`src/rtl/rv32i_pkg.sv`:
```
// Shared RV32I types for the decode/execute boundary.
// ALU opcodes, register-address width and the EX operand bundle.
package rv32i_pkg;

  localparam int XLEN       = 32;
  localparam int REG_ADDR_W = 5;

  typedef enum logic [3:0] {
    ALU_ADD  = 4'd0,
    ALU_SUB  = 4'd1,
    ALU_SLL  = 4'd2,
    ALU_SLT  = 4'd3,
    ALU_SLTU = 4'd4,
    ALU_XOR  = 4'd5,
    ALU_OR   = 4'd6,
    ALU_AND  = 4'd7,
    ALU_SRL  = 4'd8,
    ALU_SRA  = 4'd9
  } alu_op_e;

  typedef struct packed {
    logic [XLEN-1:0]       pc;
    logic [XLEN-1:0]       imm;
    logic [XLEN-1:0]       rs1_val;
    logic [XLEN-1:0]       rs2_val;
    logic [REG_ADDR_W-1:0] rs1;
    logic [REG_ADDR_W-1:0] rs2;
    logic [REG_ADDR_W-1:0] rd;
    alu_op_e               alu_op;
    logic                  src_pc;
    logic                  src_imm;
    logic                  reg_write;
  } ex_bundle_t;

  // A write port hits rs when it writes a non-zero register equal to rs.
  function automatic logic rf_hit(
    input logic                  we,
    input logic [REG_ADDR_W-1:0] rd,
    input logic [REG_ADDR_W-1:0] rs
  );
    return we && (rd != '0) && (rd == rs);
  endfunction

endpackage

```
`src/rtl/ex_operand_stage_fwd_mux.sv`:
```
// Per-operand RAW bypass: EX/MEM beats MEM/WB beats held value.
// x0 never takes a forwarded value.
module fwd_mux
  import rv32i_pkg::*;
#(
  parameter int W = 32
) (
  input  logic [REG_ADDR_W-1:0] rs,
  input  logic [W-1:0]          held,
  input  logic                  exm_we,
  input  logic [REG_ADDR_W-1:0] exm_rd,
  input  logic [W-1:0]          exm_data,
  input  logic                  wb_we,
  input  logic [REG_ADDR_W-1:0] wb_rd,
  input  logic [W-1:0]          wb_data,
  output logic [W-1:0]          val
);

  always_comb begin
    val = held;
    if (rf_hit(exm_we, exm_rd, rs)) begin
      val = exm_data;
    end else if (rf_hit(wb_we, wb_rd, rs)) begin
      val = wb_data;
    end
  end

endmodule

```
`src/rtl/ex_operand_stage.sv`:
```
// Decode-to-execute register feeding the ALU operands.
// Bypasses write-back at capture and snoops it while stalled.
module ex_operand_stage
  import rv32i_pkg::*;
#(
  parameter int XLEN = rv32i_pkg::XLEN
) (
  input  logic                  clk,
  input  logic                  rst,
  input  logic                  in_valid,
  output logic                  in_ready,
  input  logic [XLEN-1:0]       in_pc,
  input  logic [XLEN-1:0]       in_imm,
  input  logic [XLEN-1:0]       in_rs1_val,
  input  logic [XLEN-1:0]       in_rs2_val,
  input  logic [REG_ADDR_W-1:0] in_rs1,
  input  logic [REG_ADDR_W-1:0] in_rs2,
  input  logic [REG_ADDR_W-1:0] in_rd,
  input  logic [3:0]            in_alu_op,
  input  logic                  in_src_pc,
  input  logic                  in_src_imm,
  input  logic                  in_reg_write,
  input  logic                  flush,
  input  logic                  exm_we,
  input  logic [REG_ADDR_W-1:0] exm_rd,
  input  logic [XLEN-1:0]       exm_data,
  input  logic                  wb_we,
  input  logic [REG_ADDR_W-1:0] wb_rd,
  input  logic [XLEN-1:0]       wb_data,
  output logic                  out_valid,
  input  logic                  out_ready,
  output logic [XLEN-1:0]       alu_a,
  output logic [XLEN-1:0]       alu_b,
  output logic [3:0]            alu_op,
  output logic [XLEN-1:0]       store_data,
  output logic [XLEN-1:0]       out_pc,
  output logic [REG_ADDR_W-1:0] out_rd,
  output logic                  out_reg_write
);

  ex_bundle_t      q;
  ex_bundle_t      d;
  logic            cap;
  logic            hold;
  logic [XLEN-1:0] rs1_fwd;
  logic [XLEN-1:0] rs2_fwd;

  assign in_ready = !out_valid || out_ready;
  assign cap      = in_valid && in_ready;
  assign hold     = out_valid && !out_ready;

  // Register file is not write-through, so the capture bypasses WB itself.
  always_comb begin
    d = q;
    if (cap) begin
      d.pc        = in_pc;
      d.imm       = in_imm;
      d.rs1       = in_rs1;
      d.rs2       = in_rs2;
      d.rd        = in_rd;
      d.alu_op    = alu_op_e'(in_alu_op);
      d.src_pc    = in_src_pc;
      d.src_imm   = in_src_imm;
      d.reg_write = in_reg_write;
      d.rs1_val   = rf_hit(wb_we, wb_rd, in_rs1) ? wb_data : in_rs1_val;
      d.rs2_val   = rf_hit(wb_we, wb_rd, in_rs2) ? wb_data : in_rs2_val;
    end else if (hold) begin
      if (rf_hit(wb_we, wb_rd, q.rs1)) d.rs1_val = wb_data;
      if (rf_hit(wb_we, wb_rd, q.rs2)) d.rs2_val = wb_data;
    end
  end

  always_ff @(posedge clk) begin
    if (rst) begin
      out_valid <= 1'b0;
      q         <= '0;
    end else begin
      out_valid <= !flush && (cap || hold);
      q         <= d;
    end
  end

  fwd_mux #(.W(XLEN)) u_fwd_rs1 (
    .rs       (q.rs1),
    .held     (q.rs1_val),
    .exm_we   (exm_we),
    .exm_rd   (exm_rd),
    .exm_data (exm_data),
    .wb_we    (wb_we),
    .wb_rd    (wb_rd),
    .wb_data  (wb_data),
    .val      (rs1_fwd)
  );

  fwd_mux #(.W(XLEN)) u_fwd_rs2 (
    .rs       (q.rs2),
    .held     (q.rs2_val),
    .exm_we   (exm_we),
    .exm_rd   (exm_rd),
    .exm_data (exm_data),
    .wb_we    (wb_we),
    .wb_rd    (wb_rd),
    .wb_data  (wb_data),
    .val      (rs2_fwd)
  );

  assign alu_a         = q.src_pc  ? q.pc  : rs1_fwd;
  assign alu_b         = q.src_imm ? q.imm : rs2_fwd;
  assign store_data    = rs2_fwd;
  assign alu_op        = q.alu_op;
  assign out_pc        = q.pc;
  assign out_rd        = q.rd;
  assign out_reg_write = q.reg_write;

endmodule

```
`config.mk`:
```
export PLATFORM = sky130hd
export DESIGN_NAME = ex_operand_stage
export DESIGN_NICKNAME = d
export VERILOG_FILES = /design/src/rtl/rv32i_pkg.sv /design/src/rtl/ex_operand_stage_fwd_mux.sv /design/src/rtl/ex_operand_stage.sv
export SDC_FILE = /design/constraint.sdc
export NUM_CORES = 1
export LEC_CHECK = 0
export CORE_ASPECT_RATIO = 0.6
export CORE_UTILIZATION = 44
export CTS_CLUSTER_SIZE = 24
export DETAILED_ROUTE_END_ITERATION = 6
export PLACE_DENSITY = 0.81
export SLEW_MARGIN = 20
export SYNTH_ARGS = -nofsm -noshare
export SYNTH_HDL_FRONTEND = slang
export SYNTH_SLANG_ARGS = --single-unit
export TNS_END_PERCENT = 30
```
`constraint.sdc`:
```
create_clock -name clk -period 2.8 [get_ports clk]
set_clock_uncertainty 0.05 [all_clocks]
set_input_delay 0.42 -clock clk [delete_from_list [all_inputs] [get_ports clk]]
set_output_delay 0.42 -clock clk [all_outputs]
set_load 0.01 [all_outputs]
```
==> impl_results.md <==
- Outcome: finished with violations
- Failing checks: negative setup slack
- Global route overflow: 0
- Cells taking the most area after synthesis: dfxtp_1, mux2i_1, a21oi_1, nand2_1, a221oi_2
- Syn_nets: 1,370
- Setup total negative slack: -3130 ps
- Root buf cell: clkbuf_16
- Count leader, synth: nand2_1
- Critical path cell sequence: xnor2_1 > nand4_1 > nor2_4 > buf_12 > buf_12 > mux2i_1 > a221oi_4 > buf_2
- Cell count after synthesis: 1,139
- Most frequent CP cell: buf_12
- Total CTS buffers: 17
- Global-route wire length before repair: 62,100 um
- Final GP Congestion: 0.934
- Tcrit/Tclk final: 104%
- Distinct cells, synth: 43
- Die area: 21,500 sq um
- Post-DP HPWL: 26,400 um
- RSZ-0062 raised after global routing: yes
- Pins over their slew limit: 0
- WL final: 42,800 um
- Fraction of the yosys area taken by sequential cells: 32.9%
- Synth Area in Compound Gates: 27.2%
- Largest net degree at the start of global routing: 72
- Routed WL per cell: 23.6 um
- FF+latch count, synth: 151
- Fillers: 1,364
- CTS tree: built
- Clock sinks: 151
- Via density: 6.05
- Top cell type's share of synthesized area: 32.9%
- Crit path launch type: register
- Number of antenna violations at the first check in global routing: 4
- DRT Pass-1 Iters: 6
- Mapped Area: 9180 sq um
- Synth Area in XOR/XNOR: 2.86%
- Clock Tree Buf Depth: 2
- DR vias: 11.0k
- Tmin final: 2920 ps
- Reg clk slew, reported paths: 60 ps
- Most frequent cells after synthesis: nand2_1, dfxtp_1, a21oi_1, mux2i_1, inv_1
- DR iter-0 viols: 1,175
- F_max: 342 MHz
- Core Footprint: 20,200 sq um
- DRC: 0
- Finished Core Util: 76.8%
- Slew margin rel.: 42.5%
- Setup Crit Path Kind: reg2out
- Final Hold Viols: 0
- CP Data Arrival Time: 2450 ps
- Adder-Cell Fraction of Synth Area: 0%
- Worst EP required: 2330 ps
- Simple-Gate Fraction of Synth Area: 13.7%
- Worst-margin pin slew: 863 ps
- Worst Path Buf+Inv: 3
- Ys async rst share: 0%
- Leakage: 5.83 nW
- Mux cell area share after synthesis: 10.9%
- Power per cell area: 458 nW/um^2
- Die Wd: 188 um
- Crit-path max cell delay: 420 ps
- Number of synthesized flops with an enable pin: 0
- Max-Cap Viols: 0
- Routed Antenna Nets: 0
- Largest family of logic cells by synthesized area: compound AO/OA/AOI/OAI gates
- Rows: 40
- I/O pins: 371
- Buffers on Ports: 370
- Gr usage total: 37.8%
- Setup Viol. Count Final: 55
- Initial Utilization: 45.4%
- DP Area: 13,400 sq um
- Worst Path Max Fanout: 9
- Syn_area_per_cell: 8.06 sq um
- Clk_lat worst skew: 440 ps
- Prevailing post-synth register cell: dfxtp_1
- Slowest CP cell: mux2i_1
- Hold Crit Class: in2reg
- Worst VDD drop: 443 uV
- Share of layout cells above drive strength 1: 32.1%
- Leading area contributor after synthesis: dfxtp_1
- CP delay by family, top: buffers and inverters
- Net count, final: 1,759
- YS warnings: 0
- H-tree depth: 4
- Final worst slack: -123 ps
- Worst setup EP type: output pin
- Die Ht: 114 um
- Vias in the first global route: 10.8k
- Area Growth Syn to Fin: 69.2%
- Post-route cell area: 15,500 sq um
- Hold Buf Count CTS: 0
==> worst register-to-register path, cell delays in order, from the launching register on <==
cell	delay, ps
dfxtp_1	340
xor2_1	200
nor4_4	350
buf_6	190
buf_12	140
buf_8	130
buf_4	110
mux2_2	320
o211ai_1	90
==> area by class of cell <==
class	instances	area [sq um]	area share, %
inverter	66	248	1.59
sequential	151	3030	19.5
clock inverter	10	203	1.30
multi-input combinational	778	6170	39.7
timing repair buffer	514	5100	32.8
clock buffer	19	443	2.85
antenna	2	5.00	0.0322
tap	273	342	2.20
==> sequential cells by signal, summed over array words and instances, names as in the netlist <==
name	count
out_pc	32
out_valid	1
out_reg_write	1
out_rd	5
alu_op	4
q	108
==> logic make-up (layout without fill, tap and decap cells) <==
group	Yosys count	count (layout)
buf+inv	210	609
compound gates	349	349
flops	151	151
other cells	0	2
xor+xnor	30	30
simple gates	299	299
mux	100	100
==> path summary, 6_finish.rpt <==
path / start / to / slack [ps] / depth (start not counted)
worst max-delay path: q[12] / alu_b[28] / -120 / 8
worst min register to register: q[116] / q[116] / 410 / 2
worst min-delay path: rst / out_pc[14] / 330 / 2
worst max register to register: q[20] / q[60] / 790 / 8
==> power breakdown <==
part / internal, mW / switching [mW] / leakage, nW
Clock: 1.68 / 0.977 / 0.315
Combinational: 1.04 / 1.01 / 4.26
Sequential: 2.30 / 0.117 / 1.25
Total: 5.01 / 2.11 / 5.83
==> placed cells by master (no fill, tap or decap), types with 44 or more instances in the layout <==
cell type        count
buf_4               75
a221oi_2            55
o22ai_1             49
dfxtp_1            146
nand2_1            179
nor2_1              44
mux2i_1             62
clkdlybuf4s50_1    261
buf_2               86
a21oi_1            118
inv_1               66
==> per-stage QoR <==
step           total power [mW]  setup WS [ps]  hold WS, ps  instances
5_1_grt                    7.34           -204          329       1812
4_1_cts                    6.97           -107          308       1803
3_3_place_gp               4.26           -789          392       1734
6_report                   7.12           -123          328       1813
2_1_floorplan              3.24            252          386       1139
3_5_place_dp               4.30           -856          398       1734
==> metal layers <==
layer	track usage, %	up-vias	part of all wire (%)
met2	60.2	760	45
met4	13.4	4	3.4
met5	0	-	0.061
met3	9.91	134	11
met1	49.4	5238	40
li1	-	4826	-
==> timing repair <==
item | in CTS | in global routing
resized for setup | 577 | 110
buffers inserted | 29 | 8
gates cloned | 12 | 3
setup endpoints to repair | 96 | 96
pin swaps | 61 | 16
Power figures use the tool's default switching activity.
